**config.mk**
```make
export PLATFORM = sky130hd
export DESIGN_NAME = xgmii_lane_align
export DESIGN_NICKNAME = d
export VERILOG_FILES = /design/src/rtl/xgmii_lane_align.sv
export SDC_FILE = /design/constraint.sdc
export NUM_CORES = 1
export LEC_CHECK = 0
export BUFFER_PORTS_ARGS = -buffer_cell sky130_fd_sc_hd__buf_4
export CAP_MARGIN = 20
export CORE_ASPECT_RATIO = 0.75
export CORE_MARGIN = 4
export CORE_UTILIZATION = 40
export CTS_CLUSTER_DIAMETER = 40
export DETAILED_ROUTE_END_ITERATION = 12
export PLACE_DENSITY = 0.66
export SYNTH_ARGS = -nofsm -noshare
export SYNTH_HDL_FRONTEND = slang
export SYNTH_SLANG_ARGS = --single-unit
```
**constraint.sdc**
```tcl
create_clock -name xgmii_rx_clk -period 2.7 [get_ports xgmii_rx_clk]
set_clock_uncertainty 0.15 [all_clocks]
set_input_delay 0.135 -clock xgmii_rx_clk [delete_from_list [all_inputs] [get_ports xgmii_rx_clk]]
set_output_delay 0.135 -clock xgmii_rx_clk [all_outputs]
set_load 0.01 [all_outputs]
```
**src/rtl/xgmii_lane_align.sv**
```systemverilog
// Realigns an XGMII receive stream so that a Start character always lands in lane 0.
// Start lanes must sit on ALIGN boundaries. Misplaced Starts force Idle output until the next legal Start.
module xgmii_lane_align #(
  parameter int LANES = 8,
  parameter int ALIGN = 4,
  parameter int CNT_W = 16
) (
  input  logic                     xgmii_rx_clk,
  input  logic                     sys_rst,
  input  logic [8*LANES-1:0]       rx_data_i,
  input  logic [LANES-1:0]         rx_ctrl_i,
  input  logic                     clr_cnt_i,
  output logic [8*LANES-1:0]       rx_data_o,
  output logic [LANES-1:0]         rx_ctrl_o,
  output logic                     sof_o,
  output logic [$clog2(LANES)-1:0] shift_o,
  output logic                     locked_o,
  output logic                     misalign_err_o,
  output logic [CNT_W-1:0]         realign_cnt_o
);

  localparam int SW = $clog2(LANES);
  localparam int DW = 8 * LANES;
  localparam logic [7:0] START_CH = 8'hFB;
  localparam logic [7:0] IDLE_CH  = 8'h07;
  localparam logic [DW-1:0]    IDLE_DATA = {LANES{IDLE_CH}};
  localparam logic [LANES-1:0] IDLE_CTRL = {LANES{1'b1}};

  typedef enum logic {HUNT, LOCKED} state_t;

  state_t           state_q;
  logic [SW-1:0]    shift_q;
  logic [DW-1:0]    prev_data_q;
  logic [LANES-1:0] prev_ctrl_q;
  logic             err_pipe_q;
  logic [CNT_W-1:0] cnt_q;
  logic [DW-1:0]    data_q;
  logic [LANES-1:0] ctrl_q;
  logic             sof_q;
  logic             err_q;

  logic             start_found;
  logic [SW-1:0]    start_lane;
  logic             start_legal;
  logic             start_illegal;
  logic             cnt_inc;
  logic [DW-1:0]    shifted_data;
  logic [LANES-1:0] shifted_ctrl;

  // Descending scan so the lowest-indexed Start lane wins.
  always_comb begin
    start_found = 1'b0;
    start_lane  = '0;
    for (int i = LANES - 1; i >= 0; i--) begin
      if (rx_ctrl_i[i] && (rx_data_i[8*i +: 8] == START_CH)) begin
        start_found = 1'b1;
        start_lane  = SW'(i);
      end
    end
  end

  assign start_legal   = start_found && ((int'(start_lane) % ALIGN) == 0);
  assign start_illegal = start_found && !start_legal;
  assign cnt_inc       = start_legal && ((state_q == HUNT) || (start_lane != shift_q));

  // Output lane k is byte k+shift of the {current, prev} stream.
  assign shifted_data = DW'({rx_data_i, prev_data_q} >> {shift_q, 3'b000});
  assign shifted_ctrl = LANES'({rx_ctrl_i, prev_ctrl_q} >> shift_q);

  always_ff @(posedge xgmii_rx_clk) begin
    if (sys_rst) begin
      state_q     <= HUNT;
      shift_q     <= '0;
      prev_data_q <= IDLE_DATA;
      prev_ctrl_q <= IDLE_CTRL;
      err_pipe_q  <= 1'b0;
      cnt_q       <= '0;
      data_q      <= IDLE_DATA;
      ctrl_q      <= IDLE_CTRL;
      sof_q       <= 1'b0;
      err_q       <= 1'b0;
    end else begin
      prev_data_q <= rx_data_i;
      prev_ctrl_q <= rx_ctrl_i;
      err_pipe_q  <= start_illegal;
      err_q       <= err_pipe_q;

      case (state_q)
        HUNT: begin
          if (start_legal) begin
            state_q <= LOCKED;
            shift_q <= start_lane;
          end
        end
        LOCKED: begin
          if (start_legal) begin
            shift_q <= start_lane;
          end else if (start_illegal) begin
            state_q <= HUNT;
          end
        end
        default: state_q <= HUNT;
      endcase

      if (clr_cnt_i) begin
        cnt_q <= '0;
      end else if (cnt_inc && (cnt_q != {CNT_W{1'b1}})) begin
        cnt_q <= cnt_q + 1'b1;
      end

      // state_q here reflects the word now held in prev, i.e. the one being emitted.
      if (state_q == LOCKED) begin
        data_q <= shifted_data;
        ctrl_q <= shifted_ctrl;
        sof_q  <= shifted_ctrl[0] && (shifted_data[7:0] == START_CH);
      end else begin
        data_q <= IDLE_DATA;
        ctrl_q <= IDLE_CTRL;
        sof_q  <= 1'b0;
      end
    end
  end

  assign rx_data_o      = data_q;
  assign rx_ctrl_o      = ctrl_q;
  assign sof_o          = sof_q;
  assign shift_o        = shift_q;
  assign locked_o       = (state_q == LOCKED);
  assign misalign_err_o = err_q;
  assign realign_cnt_o  = cnt_q;

endmodule

```
After elaboration in Yosys (flattened, before gate mapping)
Cells that the tools add are included.
{"block": "word_totals", "regBits": 167, "elab_cells": 64}
{"block": "op_classes", "addsub": 1, "eq_ne": 11, "shifts": 2, "n_mux": 21, "bitwise": 1, "n_reduce_logical": 18}
{"op": "$shr A128 B6 Y64", "count": 1}
{"op": "$eq A8 B8 Y1 const B", "count": 9}
{"op": "$logic_not A32 Y1", "count": 1}
{"op": "$mux W3", "count": 9}
{"op": "$add A16 B1 Y16 const B", "count": 1}
{"op": "$ne A16 B16 Y1 const B", "count": 1}
{"op": "$shr A16 B3 Y8", "count": 1}
{"op": "$logic_and A1 B1 Y1", "count": 13}
{"op": "$mux W1", "count": 11}
{"op": "$reduce_or A2 Y1", "count": 2}
{"op": "$ne A3 B3 Y1", "count": 1}
{"op": "$pmux W1 S2", "count": 1}
{"op": "$logic_not A1 Y1", "count": 1}
{"op": "$logic_or A1 B1 Y1", "count": 1}
{"op": "$not A1 Y1", "count": 1}

Logic depth before layout (Yosys ltp)
Gate-level depths: netlist of run 1.
{"block": "logic_depth", "word_depth": 17, "ltp_mapped": 8, "mapped_depth_nobuf": 6}

Least setup slack after synthesis of run 1
Ideal clock, no wire load.
{"block": "synth_path", "kind": "register to register", "start": "register shift_q[1] (netlist: shift_o[1])", "end": "register data_q[42] (netlist: rx_data_o[42])", "setup_ns": 0.141, "arrival_time_ns": 1.905, "setup_slack_ns": 0.504, "path_stages_with_launch": 9, "path_buffers": 4, "cell_sequence": "dfxtp_1 > buf_2 > buf_2 > buf_2 > buf_2 > mux2i_1 > nand2_1 > o211ai_1 > o211ai_1"}
{"block": "synth_via", "elab_chain_len": 1}
{"item": "from (decl)", "line_no": "32", "rtl": "logic [SW-1:0] shift_q;"}
{"item": "from (signal assigned)", "line_no": "92", "rtl": "shift_q <= start_lane;"}
{"item": "from (signal assigned)", "line_no": "97", "rtl": "shift_q <= start_lane;"}
{"item": "$shr A128 B6 Y64", "line_no": "67", "rtl": "assign shifted_data = DW'({rx_data_i, prev_data_q} >> {shift_q, 3'b000});"}
{"item": "to (signal assigned)", "line_no": "113", "rtl": "data_q <= shifted_data;"}
{"item": "to (decl)", "line_no": "37", "rtl": "logic [DW-1:0] data_q;"}
Every way passes these cells.
A chain may end at the register's enable or synchronous reset.

Worst setup path in the final report of run 1
{"block": "layout_path", "start": "input port rx_data_i[34]", "end": "register cnt_q[8] (netlist: realign_cnt_o[8])"}
{"block": "layout_via", "elab_chain_len": 11, "elab_cells_between_ends": 18}
{"item": "from (decl)", "line_no": "10", "rtl": "input logic [8*LANES-1:0] rx_data_i,"}
{"item": "$eq A8 B8 Y1 (*)", "line_no": "55", "rtl": "if (rx_ctrl_i[i] && (rx_data_i[8*i +: 8] == START_CH)) begin"}
{"item": "$logic_and A1 B1 Y1 (*)", "line_no": "55"}
{"item": "$mux W3 (5 in a row)", "line_no": "55"}
{"item": "$logic_not A32 Y1 / $ne A3 B3 Y1 (equally long branches)", "line_no": "62, 64"}
{"item": "$logic_and A1 B1 Y1 / $logic_or A1 B1 Y1 (equally long branches)", "line_no": "62, 64"}
{"item": "$logic_and A1 B1 Y1 (*)", "line_no": "64", "rtl": "assign cnt_inc = start_legal && ((state_q == HUNT) || (start_lane != shift_q));"}
{"item": "$logic_and A1 B1 Y1 (*)", "line_no": "107", "rtl": "end else if (cnt_inc && (cnt_q != {CNT_W{1'b1}})) begin"}
{"item": "to (signal assigned)", "line_no": "108", "rtl": "cnt_q <= cnt_q + 1'b1;"}
{"item": "to (decl)", "line_no": "36", "rtl": "logic [CNT_W-1:0] cnt_q;"}
Mark *: on every way between the ends. The rest lies on a longest branch, timed or not.

==> results of run 1 <==
-- sequential cells by signal, summed over array words and instances, names as in the netlist, named ones only --
| register | count |
|---|---|
| sof_o | 1 |
| rx_ctrl_o | 8 |
| shift_o | 3 |
| prev_data_q | 64 |
| realign_cnt_o | 16 |
| rx_data_o | 64 |
| prev_ctrl_q | 8 |
| err_pipe_q | 1 |
| misalign_err_o | 1 |
-- critical path, delay by kind of cell --
family,cells,cell delay (ns)
AOI/OAI and AO/OA,2,0.41
and+or+nand+nor,4,1.48
buffers and inverters,2,0.69
-- cell families (layout without fill, tap and decap cells) --
logic type | count (synthesis) | in the layout | synth area share, %
flip-flops | 167 | 167 | 41.8
adder cells (fa/ha/maj) | 1 | 1 | 0.156
buffers and inverters | 63 | 318 | 3.41
AND/OR/NAND/NOR | 317 | 317 | 20.1
multiplexers | 165 | 165 | 26.9
XOR/XNOR | 1 | 1 | 0.110
AO/OA/AOI/OAI | 89 | 89 | 7.46
-- metrics by stage --
stage	area, um^2	std cells
final	11000	1311
after global routing	11000	1311
after CTS	11000	1310
after detailed placement	9510	1186
after global placement	9510	1186
after floorplan	8000	803
-- synthesized netlist by cell type, drive strengths merged, types with 2 or more instances --
master | number | area (um^2)
and2 | 3 | 18.8
nand2 | 107 | 402
mux2 | 19 | 214
o21a | 4 | 30.0
or2 | 35 | 219
a21o | 2 | 15.0
o31ai | 3 | 22.5
mux4 | 38 | 860
a21oi | 21 | 105
nor3 | 9 | 50.1
mux2i | 108 | 1080
nand3 | 30 | 150
inv | 5 | 18.8
and3 | 2 | 12.5
nor2 | 42 | 158
or3 | 9 | 56.3
o211ai | 37 | 278
nand4 | 12 | 75.1
nor2b | 43 | 269
o21ai | 13 | 68.8
dfxtp | 167 | 3340
a211oi | 2 | 15.0
nand3b | 2 | 15.0
clkbuf | 34 | 128
buf | 24 | 126
nor4 | 13 | 96.3
or4 | 6 | 52.6
-- per-layer routing --
layer / track usage, % / vias to the layer above / routed length [um]
met4: 5.59 / 0 / 393
li1: - / 3366 / -
met2: 30.8 / 304 / 10200
met1: 33.3 / 3325 / 11900
met3: 5.83 / 32 / 2080
met5: 0 / - / 0
-- worst max path at each step --
| stage | slack, ns | end | startpoint | cells past startpoint |
|---|---|---|---|---|
| after floorplan | 0.50 | rx_data_o[42]$_SDFF_PP1_ | shift_o[1]$_SDFFE_PP0P_ | 8 |
| after global placement | 0.40 | realign_cnt_o[4]$_SDFFE_PP0P_ | register | 6 |
| after detailed placement | 0.36 | realign_cnt_o[9]$_SDFFE_PP0P_ | rx_data_i[34] | 7 |
| after CTS | 0.23 | realign_cnt_o[8]$_SDFFE_PP0P_ | rx_data_i[34] | 8 |
| after global routing | 0.08 | realign_cnt_o[7]$_SDFFE_PP0P_ | rx_data_i[22] | 8 |
| final | 0.20 | realign_cnt_o[8]$_SDFFE_PP0P_ | rx_data_i[34] | 8 |
-- area by class of cell --
type                    count  area [um^2]  area share, %
multi-input cells         573         4380           39.8
flip-flops and latches    167         3350           30.4
repair buffers            281         2370           21.5
clock buffers              21          480           4.37
well taps                 253          317           2.88
clock inverters            11         86.3          0.785
inverters                   5         18.8          0.171
-- timing repair --
action | in CTS | in global routing
setup endpoints to repair | 0 | 0
hold buffers | 92 | 0
endpoints found under the hold margin | 79 | 0
-- power groups by stage --
stage               combinational [mW]  clock, mW  sequential (mW)
detailed placement               0.415          0             2.61
floorplan                        0.219          0             2.60
global placement                 0.415          0             2.61
global route                     0.571       2.46             2.56
CTS                              0.523       2.36             2.55
finish                           0.532       2.32             2.55
==> run metrics, run 1 <==
outcome=finished clean; H-tree levels=4; Setup WS pre-CTS=0.355 ns; post-synth design cell area=8000 um^2; worst slew pin tran=0.764 ns; commonest non-fill, non-tap cell in the layout=buf_4; maximum VDD drop=0.000324 V; Post-synth top flop=dfxtp_1; largest net degree at the start of global routing=61; r2r setup slk=0.30 ns; Cells on Worst Hold Path=3; DR vias/cell=5.36; Worst Hold Class=input pin to register; Post-synth EDFFs=0; data required time at the worst endpoint=2.91 ns; WP data arrival=2.71 ns; Synth warnings=0; min-delay src=sys_rst; max incr delay on CP=0.55 ns; CP Cell Sequence=dlygate4sd3_1, buf_4, nand3b_1, or4_4, nor4_4, o21ai_2, or4_1, a21oi_1; Max-Cap Viols=0; CTS tree=yes; post-CTS resize count=0; Initial DRC Count=631; reg2reg path depth=6; Tmin final=2.50 ns; Peak Freq=0.400 GHz; CTS clk-pin slew, worst paths=0.06 ns; first-pass detailed-route iteration total=5; slowest CP cell=or4_4; Critical Path End Type=register; sequential share of power=47.3%; I/O Buffers=168; Gate power share=9.9%; nets@finish=1121; postcts setup bufs=0; Avg Inst Size Synth=9.96 um^2; CTS Buf Count=17; setup_tns=0 ns; hold endpoint=realign_cnt_o[7]$_SDFFE_PP0P_; Setup crit start kind=input pin; share of cells above drive strength 1=30.5%; via count=7027; initial antenna violation count=1; total internal power=4.10 mW; reg2reg end=realign_cnt_o[8]$_SDFFE_PP0P_; Synth Register Bits=167; sw frac=24.0%; hpwl dp=17.7 mm; Pwr Density=491 nW/um^2; core area=19500 um^2; total grt overflow=0; area growth from synthesis to layout=37.6%; die area=22300 um^2; Clock Power Share=42.9%; final period utilization=92.7%; CTS max path bufs=2; Final Wtd Congestion=0.940; IO Pins=169; post-route ant nets=0; Avg WL per Cell=18.8 um; Fin. Hold Viols=0; sequential area share after synthesis=41.8%; Synth Instances=803; clk sink count=167; Worst Slack Setup Final=0.197 ns; post-synth cell types=49; worst-skew pair later-pin latency=0.43 ns; # rows=44; Hold Slack=0.0631 ns; Setup violations, final=0; final slew viol count=0; commonest cells after routing, fill and taps aside=buf_4 (186), dfxtp_1 (164), mux2i_1 (108), nand2_1 (107), dlygate4sd3_1 (92); Initial Utilization=41.0%; Total GRT Usage=21.9%; root buffer cell=clkbuf_16; async set-or-reset flop fraction in the synthesized netlist=0%; number of global-route vias before repair=6557; drt total wl=24.6 mm; unrepaired setup endpoints after global routing=false; LEAKAGE=4.17 nW; CP Max Fanout=17; Die W=171 um; first-pass GRT wire length=37.9 mm; Switching Power=1.30 mW; slew margin rel.=48.6%; Antenna Cells=0; Syn Nets=879; final core utilization=56.5%; Filler Cell Count=1715; drt drc=0; Die H=130 um; total power=5.40 mW; Setup CP Type=input pin to register
Note: power is estimated with default switching activity, not from simulation.
==> inputs of run 2 (changes only) <==
- RECOVER_POWER: unset -> 50
==> run metrics, run 2 (same netlist as run 1, synthesis figures left out) <==
commonest cells after routing, fill and taps aside=dfxtp_1 (164), mux2i_1 (108), buf_4 (108), nand2_1 (107), dlygate4sd3_1 (92) (was buf_4 (186), dfxtp_1 (164), mux2i_1 (108), nand2_1 (107), dlygate4sd3_1 (92)); die area=22300 um^2 (unchanged); Avg WL per Cell=18.9 um (was 18.8 um); final slew viol count=0 (unchanged); slowest CP cell=or4_4 (unchanged); first-pass detailed-route iteration total=5 (unchanged); worst-skew pair later-pin latency=0.43 ns (about the same); clk sink count=167 (unchanged); CP delay by family, top=simple AND/OR/NAND/NOR gates (unchanged); CTS max path bufs=2 (unchanged); Pwr Density=503 nW/um^2 (was 491 nW/um^2); hpwl dp=17.7 mm (unchanged); final period utilization=92.2% (was 92.7%); via count=7048 (was 7027); data required time at the worst endpoint=2.91 ns (about the same); post-route ant nets=0 (unchanged); initial antenna violation count=1 (unchanged); root buffer cell=clkbuf_16 (unchanged); Initial DRC Count=561 (was 631); Final Wtd Congestion=0.940 (unchanged); Setup CP Type=input pin to register (unchanged); drt total wl=24.8 mm (was 24.6 mm); Crit path buffers/inverters=2 (unchanged); Setup violations, final=0 (unchanged); unrepaired setup endpoints after global routing=false (unchanged); # rows=44 (unchanged); Tmin final=2.49 ns (was 2.50 ns); Peak Freq=0.402 GHz (was 0.400 GHz); worst slew pin tran=1.24 ns (was 0.764 ns); maximum VDD drop=0.000322 V (was 0.000324 V); H-tree levels=4 (unchanged); DR vias/cell=5.38 (was 5.36); Max-Cap Viols=0 (unchanged); Die H=130 um (unchanged); Fin. Hold Viols=0 (unchanged); share of cells above drive strength 1=23.3% (was 30.5%); number of global-route vias before repair=6557 (unchanged); Total GRT Usage=21.9% (unchanged); Initial Utilization=41.0% (unchanged); outcome=finished clean (unchanged); CTS Buf Count=17 (unchanged); nets@finish=1121 (unchanged); largest net degree at the start of global routing=61 (unchanged); drt drc=0 (unchanged); setup_tns=0 ns (unchanged); slew margin rel.=17.1% (was 48.6%); Die W=171 um (unchanged); commonest non-fill, non-tap cell in the layout=dfxtp_1 (was buf_4); Placed Cells=1186 (unchanged); Antenna Cells=0 (unchanged); postcts setup bufs=0 (unchanged); WP data arrival=2.70 ns (was 2.71 ns); Setup crit start kind=input pin (unchanged); Worst Hold Class=input pin to register (unchanged); CP Max Fanout=17 (unchanged); LEAKAGE=3.88 nW (was 4.17 nW); area growth from synthesis to layout=33.9% (was 37.6%); core area=19500 um^2 (unchanged); Critical Path End Type=register (unchanged); CP Cell Sequence=dlygate4sd3_1, buf_4, nand3b_1, or4_4, nor4_4, o21ai_2, or4_1, a21oi_1 (unchanged); first-pass GRT wire length=37.9 mm (unchanged); max incr delay on CP=0.55 ns (about the same); CTS clk-pin slew, worst paths=0.06 ns (about the same); final cell count without fillers=1311 (unchanged); CTS tree=yes (unchanged); total grt overflow=0 (unchanged); I/O Buffers=168 (unchanged); IO Pins=169 (unchanged)
==> run 2: path summary, 6_finish.rpt <==
kind	endpoint	from	slack (ns)	cells past startpoint
max	realign_cnt_o[8]$_SDFFE_PP0P_	rx_data_i[34]	0.21	8
min	prev_data_q[57]$_SDFF_PP1_	rx_data_i[57]	0.31	3
max reg2reg	realign_cnt_o[8]$_SDFFE_PP0P_	register	0.31	6
min reg2reg	misalign_err_o$_SDFF_PP0_	err_pipe_q$_SDFF_PP0_	0.34	1
==> run 2: timing repair <==
item                      CTS  global route
hold endpoints to repair   79             0
resized for setup           0             0
hold buffers               92             0
==> run 2: layer usage <==
metal,track usage (%),vias up,share of wire (%)
met5,0,-,0
met4,5.59,0,1.6
met3,5.83,32,8.9
met2,30.8,341,41
met1,33.3,3302,48
li1,-,3373,-
==> run 2: worst reg2reg max path: cells and delay by family (launching register included) <==
family | cells | cell delay [ns]
AND/OR/NAND/NOR | 4 | 1.42
flip-flops | 1 | 0.36
AO/OA/AOI/OAI | 2 | 0.40
==> run 2: per-stage QoR <==
stage               util, %  cell area, um^2  hold WS (ns)  setup WS (ns)  total power, mW
finish                 55.0            10700         0.305          0.211             5.39
global route           55.0            10700         0.308         0.0794             5.59
CTS                    56.4            11000        0.0523          0.229             5.44
detailed placement     48.8             9510         0.187          0.355             3.02
global placement       48.8             9510         0.183          0.395             3.02
floorplan                 -             8000        0.0916          0.504             2.82
==> run 2: report_power, final <==
group	leakage (nW)	switching (mW)	internal [mW]	total, mW
combinational	2.23	0.237	0.294	0.532
sequential	1.37	0.0314	2.52	2.55
clock	0.277	1.02	1.29	2.31
total	3.88	1.29	4.10	5.39
==> run 2: layout make-up <==
cell class                      instances  area [um^2]
Timing Repair Buffer                  281         2080
Sequential cell                       167         3350
Inverter                                5         18.8
Clock inverter                         11         86.3
Multi-Input combinational cell        573         4380
Clock buffer                           21          480
Fill cell                            1774         8780
Tap cell                              253          317
